`src/rtl/sipo_pkg.sv`:
```
// Shared definitions for the serial-in / parallel-out deserializer.
//   state_e   : two-state FSM encoding (COLLECT accepts bits, FULL stalls the source)
//   cnt_width : width of the in-word bit counter for a given word width
package sipo_pkg;

    typedef enum logic {
        S_COLLECT = 1'b0,
        S_FULL    = 1'b1
    } state_e;

    // Bit counter spans 0..width-1.
    function automatic int cnt_width(input int width);
        return $clog2(width);
    endfunction

endpackage

```
`src/rtl/pipo_load_reg.sv`:
```
// Parallel-in / parallel-out output register with load enable.
// Ports:
//   clk    : rising-edge clock
//   rst_n  : asynchronous active-low clear
//   load_i : capture d_i on this edge
//   d_i    : word to capture
//   q_o    : held word
module pipo_load_reg #(
    parameter int WIDTH = 4
) (
    input  logic             clk,
    input  logic             rst_n,
    input  logic             load_i,
    input  logic [WIDTH-1:0] d_i,
    output logic [WIDTH-1:0] q_o
);

    logic [WIDTH-1:0] q_q;
    logic [WIDTH-1:0] q_d;

    // Next value: new word on load, otherwise hold.
    always_comb begin
        q_d = q_q;
        if (load_i) begin
            q_d = d_i;
        end else begin
            q_d = q_q;
        end
    end

    // Output word register.
    always_ff @(posedge clk or negedge rst_n) begin
        if (!rst_n) begin
            q_q <= {WIDTH{1'b0}};
        end else begin
            q_q <= q_d;
        end
    end

    assign q_o = q_q;

endmodule

```
`src/rtl/sipo_deserializer.sv`:
```
// Serial-in, parallel-out front end. Gathers WIDTH serial bits into a word and
// hands it downstream over valid/ready; stalls the serial source while a
// finished word cannot be handed off; a sync strobe realigns word boundaries.
// Ports:
//   clk, rst_n            : clock, asynchronous active-low reset
//   ser_in/ser_valid      : serial bit and its qualifier
//   ser_sync              : with ser_valid, this bit starts a new word
//   ser_ready             : a bit is accepted this cycle when ser_valid is high
//   par_out/par_valid     : registered word and its valid flag
//   par_ready             : downstream consumes par_out this cycle
//   resync_drop           : one-cycle pulse when a sync discarded a partial word
module sipo_deserializer
    import sipo_pkg::*;
#(
    parameter int WIDTH     = 4,
    parameter bit MSB_FIRST = 1'b1
) (
    input  logic             clk,
    input  logic             rst_n,
    input  logic             ser_in,
    input  logic             ser_valid,
    input  logic             ser_sync,
    output logic             ser_ready,
    output logic [WIDTH-1:0] par_out,
    output logic             par_valid,
    input  logic             par_ready,
    output logic             resync_drop
);

    localparam int            CW       = cnt_width(WIDTH);
    localparam logic [CW-1:0] CNT_ZERO = {CW{1'b0}};
    localparam logic [CW-1:0] CNT_ONE  = CW'(1);
    localparam logic [CW-1:0] CNT_LAST = CW'(WIDTH - 1);

    state_e           state_q, state_d;
    logic [WIDTH-1:0] sr_q, sr_d;
    logic [CW-1:0]    cnt_q, cnt_d;
    logic             par_valid_q, par_valid_d;
    logic             drop_q, drop_d;

    logic             accept_s;
    logic             slot_free_s;
    logic [WIDTH-1:0] shift_base_s;
    logic [WIDTH-1:0] shift_word_s;
    logic             load_s;
    logic [WIDTH-1:0] load_word_s;

    assign ser_ready   = (state_q == S_COLLECT);
    assign accept_s    = ser_valid && ser_ready;
    assign slot_free_s = !par_valid_q || par_ready;

    // Shift path; a sync bit starts from an empty register so the discarded
    // partial bits cannot leak into the new word.
    always_comb begin
        shift_base_s = sr_q;
        shift_word_s = sr_q;
        if (ser_sync) begin
            shift_base_s = {WIDTH{1'b0}};
        end else begin
            shift_base_s = sr_q;
        end
        if (MSB_FIRST) begin
            shift_word_s = {shift_base_s[WIDTH-2:0], ser_in};
        end else begin
            shift_word_s = {ser_in, shift_base_s[WIDTH-1:1]};
        end
    end

    // FSM next state, shift register, bit counter and output handshake.
    always_comb begin
        state_d     = state_q;
        sr_d        = sr_q;
        cnt_d       = cnt_q;
        drop_d      = 1'b0;
        load_s      = 1'b0;
        load_word_s = sr_q;
        case (state_q)
            S_COLLECT: begin
                if (accept_s) begin
                    sr_d = shift_word_s;
                    if (ser_sync) begin
                        // Sync takes priority over completion, so a word never
                        // finishes on its own first bit.
                        cnt_d  = CNT_ONE;
                        drop_d = (cnt_q != CNT_ZERO);
                    end else if (cnt_q == CNT_LAST) begin
                        cnt_d = CNT_ZERO;
                        if (slot_free_s) begin
                            load_s      = 1'b1;
                            load_word_s = shift_word_s;
                        end else begin
                            // Park the word in sr until downstream drains.
                            state_d = S_FULL;
                        end
                    end else begin
                        cnt_d = cnt_q + CNT_ONE;
                    end
                end else begin
                    sr_d = sr_q;
                end
            end
            S_FULL: begin
                if (par_ready) begin
                    load_s      = 1'b1;
                    load_word_s = sr_q;
                    state_d     = S_COLLECT;
                end else begin
                    state_d = S_FULL;
                end
            end
            default: begin
                state_d = S_COLLECT;
            end
        endcase

        if (load_s) begin
            par_valid_d = 1'b1;
        end else if (par_ready) begin
            par_valid_d = 1'b0;
        end else begin
            par_valid_d = par_valid_q;
        end
    end

    // State, shift register, counter, valid flag and drop pulse.
    always_ff @(posedge clk or negedge rst_n) begin
        if (!rst_n) begin
            state_q     <= S_COLLECT;
            sr_q        <= {WIDTH{1'b0}};
            cnt_q       <= CNT_ZERO;
            par_valid_q <= 1'b0;
            drop_q      <= 1'b0;
        end else begin
            state_q     <= state_d;
            sr_q        <= sr_d;
            cnt_q       <= cnt_d;
            par_valid_q <= par_valid_d;
            drop_q      <= drop_d;
        end
    end

    pipo_load_reg #(
        .WIDTH (WIDTH)
    ) u_out_reg (
        .clk    (clk),
        .rst_n  (rst_n),
        .load_i (load_s),
        .d_i    (load_word_s),
        .q_o    (par_out)
    );

    assign par_valid   = par_valid_q;
    assign resync_drop = drop_q;

endmodule

```
`config.mk`:
```
export PLATFORM = sky130hd
export DESIGN_NAME = sipo_deserializer
export DESIGN_NICKNAME = d
export VERILOG_FILES = /design/src/rtl/sipo_pkg.sv /design/src/rtl/pipo_load_reg.sv /design/src/rtl/sipo_deserializer.sv
export SDC_FILE = /design/constraint.sdc
export NUM_CORES = 1
export LEC_CHECK = 0
export BUFFER_PORTS_ARGS = -buffer_cell sky130_fd_sc_hd__buf_2
export CORE_MARGIN = 2
export CORE_UTILIZATION = 27
export DETAILED_ROUTE_END_ITERATION = 16
export PLACE_DENSITY_LB_ADDON = 0.12
export SLEW_MARGIN = 5
export SYNTH_ARGS = -nofsm -noshare
export SYNTH_HDL_FRONTEND = slang
export SYNTH_HIERARCHICAL = 1
export SYNTH_SLANG_ARGS = --single-unit
```
`constraint.sdc`:
```
create_clock -name clk -period 4.2 [get_ports clk]
set_input_delay 1.26 -clock clk [delete_from_list [all_inputs] [get_ports clk]]
set_output_delay 1.26 -clock clk [all_outputs]
set_load 0.005 [all_outputs]
```
==> out/metrics.cfg, run 1 <==
[sta]
max_freq_ghz=0.458
fin_crit_ns=2.18
rsz0062_at_grt=no
finalSetupViolations=0
tightest_slew_ns=0.404
slew_violations=0
fin_ws_ns=2.02
final.setup.tns_ns=0
fin_skew_ns=0.000265
slew_headroom_pct=73.1
fin_hold_ws_ns=0.491
post-route-period-util_pct=52.0
hold_violations=0

[floorplan]
start_util_pct=28.3
std_cell_rows=17
die_area_um2=2690
chipWidth_um=51.9
die_y_um=51.9
ios=13
coreArea_um2=2190

[setup_path]
startpoint_type=flop
path_max_fanout=4
path_cells=inv_1, buf_2
path_class=reg -> out
critPathCaptureType=output pin
rr_worst_depth=5
slowest_delay_ns=0.41
arrival_ns=0.92
cp_slowest_cell=dfrtp_1
cp.required_ns=2.94

[placed_design]
dp_slack_ns=1.77
dp.cells=91
gp_congestion=0.645
place_area_um2=709
port_buffers=12

[clocking]
insertion_delay_ns=0.27
cts_made_buffers=3
clockBufferDepth=2
cts_tree=built
post_cts_buffers=0
cts_hold_buf=0
cts-root-buf=clkbuf_4
post_cts_resized=0
clkTransAtPathRegs_ns=0.07
htree_levels=1
cts_num_sinks=13

[yosys]
syn_nets=60
seq_area_frac_synth_pct=52.5
synthDistinctLibCells=15
ys_seq_elements=13
netlist_area_um2=619
synth.avg_cell_area_um2=11.9
yosys_warnings=6
postSynthCellCount=52

[drt]
dr.pass1.iters=1
vias=414
vias_per_cell=4.36
ant_nets=0
met2WireLength_um=478
drtIter0Drc=0
met3_length_um=74
dr.max_layer_used=met4
wl_met1_um=452
drcViolationCount=0
wl_per_cell_um=10.7
finalWirelength_mm=1.01

[layout]
final_common_cell=dfrtp_1
fin_nets=76
final_layout_size_suffix_gt1_share_pct=38.8
num-fill-cells=216
antennaDiodeCount=0
final_cell_mix=13 x dfrtp_1, 12 x buf_2, 9 x mux2_2
fin_util_pct=33.6
fin_area_um2=736
area_delta_synth_final_pct=18.8
instances_no_fill=95

[grt]
grt_pass1_wl_mm=1.85
grt.overflow.total=0
groute.usage.overall_pct=9.77
antenna_found_initial=0
grt_pass1_vias=420
grt_max_degree=14

[run_status]
status=complete, no violations

[pwr]
power_leakage_nw=0.360
total_power_mw=0.285
peakVddDrop_v=0.000175
p_per_area_nw_per_um2=387

[min_path]
hp-class=reg -> reg
hold_depth=2

[run]
cap_violations=0

kinds of logic after synthesis:
logic type	share of synthesized area [%]
compound gates	4.24
simple gates	18.6
mux	18.0
fa+ha+maj	4.04
buf+inv	2.63
flops	52.5
critical path: cells and delay by family (launching register included):
family	cells	cell delay (ns)
flops	1	0.41
buf+inv	2	0.25
synthesized netlist by cell type:
cell type	number	area share (%)
dfrtp_1	13	53
mux2_2	9	16
nand2_1	6	3.6
nand2b_1	6	6.1
o21ai_0	4	3.2
inv_1	3	1.8
ha_1	2	4.0
nor2_1	2	1.2
a31oi_1	1	1.0
buf_2	1	0.81
mux2i_1	1	1.6
nand3_1	1	0.81
nand4_4	1	3.4
nor2b_4	1	2.2
nor3b_1	1	1.2
area by class of cell:
type	count	area (µm²)	share of cell area [%]
clock buffer	4	26.3	3.57
inverter	3	11.3	1.53
multi-input combinational	35	278	37.8
sequential	13	325	44.2
tap	28	35.0	4.76
timing repair buffer	12	60.1	8.16
registers in the layout (all words and copies together), names as in the netlist:
name           count
u_out_reg/q_o      4
state_q            1
par_valid          1
sr_q               4
resync_drop        1
cnt_q              2
layer usage:
| metal | up-vias | track usage, % |
|---|---|---|
| met4 | 0 | 2.63 |
| li1 | 205 | - |
| met5 | - | 0 |
| met3 | 2 | 6.03 |
| met2 | 10 | 14.6 |
| met1 | 197 | 11.7 |
where the power goes:
group / internal, mW / switching (mW)
registers: 0.144 / 0.0107
logic: 0.0317 / 0.0241
clock network: 0.0368 / 0.0374
total: 0.213 / 0.0722
path summary, 6_finish.rpt:
| path | startpoint | endpoint | slack (ns) |
|---|---|---|---|
| min in group asynchronous | rst_n | resync_drop | 0.86 |
| setup / recovery | state_q | ser_ready | 2.02 |
| setup reg to reg | cnt_q[0] | u_out_reg/q_o[3] | 2.62 |
| hold reg to reg | sr_q[3] | sr_q[3] | 0.49 |
| max in group asynchronous | rst_n | par_valid | 3.11 |
| hold / removal | sr_q[3] | sr_q[3] | 0.49 |
No activity file was read; power rests on OpenSTA's default activity.
==> inputs of run 2 (changes only) <==
--- a/config.mk
+++ b/config.mk
@@ -5,6 +5,7 @@
 export SDC_FILE = /design/constraint.sdc
 export NUM_CORES = 1
 export LEC_CHECK = 0
+export ABC_AREA = 1
 export BUFFER_PORTS_ARGS = -buffer_cell sky130_fd_sc_hd__buf_2
 export CORE_MARGIN = 2
 export CORE_UTILIZATION = 27
==> constraint.sdc (replaced) <==
create_clock -name clk -period 2.1 [get_ports clk]
set_input_delay 0.63 -clock clk [delete_from_list [all_inputs] [get_ports clk]]
set_output_delay 0.63 -clock clk [all_outputs]
set_load 0.005 [all_outputs]
==> out/metrics.cfg, run 2 <==
[grt]
groute.usage.overall_pct=10.9  ; +1.2 points
grt_pass1_vias=519  ; +24%
antenna_found_initial=0  ; unchanged
grt_max_degree=14  ; unchanged
grt_pass1_wl_mm=2.12  ; +15%
grt.overflow.total=0  ; unchanged

[yosys]
ys_seq_elements=13  ; unchanged
synth_edf_count=0  ; unchanged
seq_area_frac_synth_pct=51.2  ; -1.3 points
synthArstFlopShare_pct=100  ; unchanged
yosys.area.top_type=dfrtp_1
postSynthCellCount=76  ; +46%
synth.avg_cell_area_um2=8.36  ; -30%
synth.most_common_cell=nand2_1
yosys_warnings=6  ; unchanged
synthTopCellsByCount=30 x nand2_1, 13 x dfrtp_1, 8 x inv_1, 7 x nand3_1, 3 x o21ai_0
synthDistinctLibCells=15  ; unchanged
synth_top_area_share_pct=51.2  ; -1.3 points
syn_nets=84  ; +40%
synthFlopType=dfrtp_1
netlist_area_um2=636  ; +2.6%
synth_top_cells_by_area=dfrtp_1 51%, nand2_1 18%, nand3_1 5.5%

[layout]
fin_nets=101  ; +33%
instances_no_fill=120  ; +26%
multi_input_area_um2=273  ; -1.8%
seq_area_um2=325  ; unchanged
area_delta_synth_final_pct=19.1
final_layout_size_suffix_gt1_share_pct=25.0  ; -14 points
antennaDiodeCount=0  ; unchanged
final_common_cell=nand2_1
final_cell_mix=30 x nand2_1, 13 x dfrtp_1, 12 x buf_2
num-fill-cells=258  ; +19%

[floorplan]
die_area_um2=2760  ; +2.4%
ios=13  ; unchanged
chipWidth_um=52.5  ; +1.2%
std_cell_rows=17  ; unchanged
die_y_um=52.5  ; +1.2%
start_util_pct=28.7  ; +0.46 points
coreArea_um2=2210  ; +0.97%

[run]
cap_violations=0  ; unchanged

[placed_design]
dp.cells=116  ; +27%
gp_congestion=0.834  ; +29%
dp_hpwl_um=951
dp_slack_ns=0.492  ; -1.28 ns
port_buffers=12  ; unchanged

[clocking]
cts_tree=built
cts_hold_buf=0  ; unchanged
clockBufferDepth=2  ; unchanged
cts_num_sinks=13  ; unchanged
clkTransAtPathRegs_ns=0.08  ; about the same
cts-root-buf=clkbuf_4
cts_made_buffers=3  ; unchanged
insertion_delay_ns=0.27  ; about the same
post_cts_buffers=0  ; unchanged
htree_levels=1  ; unchanged
post_cts_resized=0  ; unchanged

[setup_path]
r2r-start=cnt_q[0]
startpoint_type=flop
path_max_fanout=3  ; -1
cp.required_ns=1.47  ; -1.47 ns
slowest_delay_ns=0.44  ; +0.03 ns
startpoint=state_q
cp_slowest_cell=dfrtp_1
path_class=reg -> out
path_cells=inv_2, buf_2
critPathCaptureType=output pin
cpLargestDelayFamily=flip-flops
path_buf_inv=2  ; unchanged
arrival_ns=0.92  ; about the same

[drt]
wl_met1_um=598  ; +32%
dr.pass1.iters=2  ; +1
met2WireLength_um=561  ; +17%
wl_per_cell_um=10.4  ; -3.0%
vias=510  ; +23%
met3_length_um=65  ; -12%
ant_nets=0  ; unchanged
drtIter0Drc=6  ; +6
finalWirelength_mm=1.24  ; +22%
dr.max_layer_used=met4
drcViolationCount=0  ; unchanged
vias_per_cell=4.25  ; -2.5%

[sta]
rsz0062_at_grt=no
tightest_slew_ns=0.314  ; -0.0897 ns
fin_crit_ns=1.55
fin_hold_ws_ns=0.234  ; -0.257 ns
post-route-period-util_pct=73.9
final.setup.tns_ns=0  ; unchanged
finalSetupViolations=0  ; unchanged
hold_violations=0  ; unchanged
slew_headroom_pct=79.1  ; +6.0 points
fin_skew_ns=0.00256  ; +0.00229 ns
fin_ws_ns=0.548  ; -1.47 ns
slew_violations=0  ; unchanged
max_freq_ghz=0.644

[pwr]
total_power_mw=0.631  ; +120%
peakVddDrop_v=0.000461  ; +160%
p_per_area_nw_per_um2=833  ; +120%
power_leakage_nw=0.411  ; +14%

[min_path]
hp-class=in -> async

[run_status]
status=complete, no violations

## run 2: cell types whose count changed after synthesis, sizes merged, moves of 2 or more
cell and change:
nand2 +26, mux2 -9, inv +7, nand3 +7, nand2b -6, nor2 +2
## run 2: path summary, 6_finish.rpt
path / endpoint / slack (ns) / cells after the start
max in group asynchronous: sr_q[3] / 1.63 / 1
max: ser_ready / 0.55 / 2
min in group clk: u_out_reg/q_o[1] / 0.48 / 2
max reg2reg: u_out_reg/q_o[2] / 0.77 / 8
min reg2reg: u_out_reg/q_o[1] / 0.48 / 2
min: state_q / 0.23 / 1
## run 2: where the power goes
group          leakage [nW]  switching, mW  total [mW]  internal (mW)
Combinational         0.224         0.0812       0.144         0.0631
Sequential            0.171         0.0304       0.332          0.301
Clock                0.0150         0.0811       0.155         0.0736
Total                 0.411          0.193       0.631          0.438
## run 2: cells by family after synthesis
logic type / share of synthesized area (%)
AOI/OAI and AO/OA: 5.51
DFF: 51.2
adders and majority gates: 3.94
and+or+nand+nor: 33.5
buffers and inverters: 5.91
## run 2: area by class of cell
type                       instances  area share (%)
timing repair buffer              12            7.93
inverter                          10            4.96
clock buffer                       4            3.47
sequential                        13            43.0
tap                               28            4.63
multi-input combinational         53            36.0
## run 2: worst reg2reg max path, delay by kind of cell (launching register included)
family,cells,cell delay [ns]
adders and majority gates,1,0.18
buffers and inverters,2,0.11
DFF,1,0.39
and+or+nand+nor,5,0.56
## run 2: layer usage
layer  vias up  global-route usage (%)
met5         -                       0
met4         0                    5.13
met3         2                    5.43
met2         9                    18.1
met1       230                    11.4
li1        269                       -
## run 2: through the flow
| step | util (%) | cell area, µm² |
|---|---|---|
| 2_1_floorplan | - | 636 |
| 3_3_place_gp | 33.0 | 731 |
| 4_1_cts | 34.2 | 757 |
| 6_report | 34.2 | 757 |
| 3_5_place_dp | 33.0 | 731 |
| 5_1_grt | 34.2 | 757 |
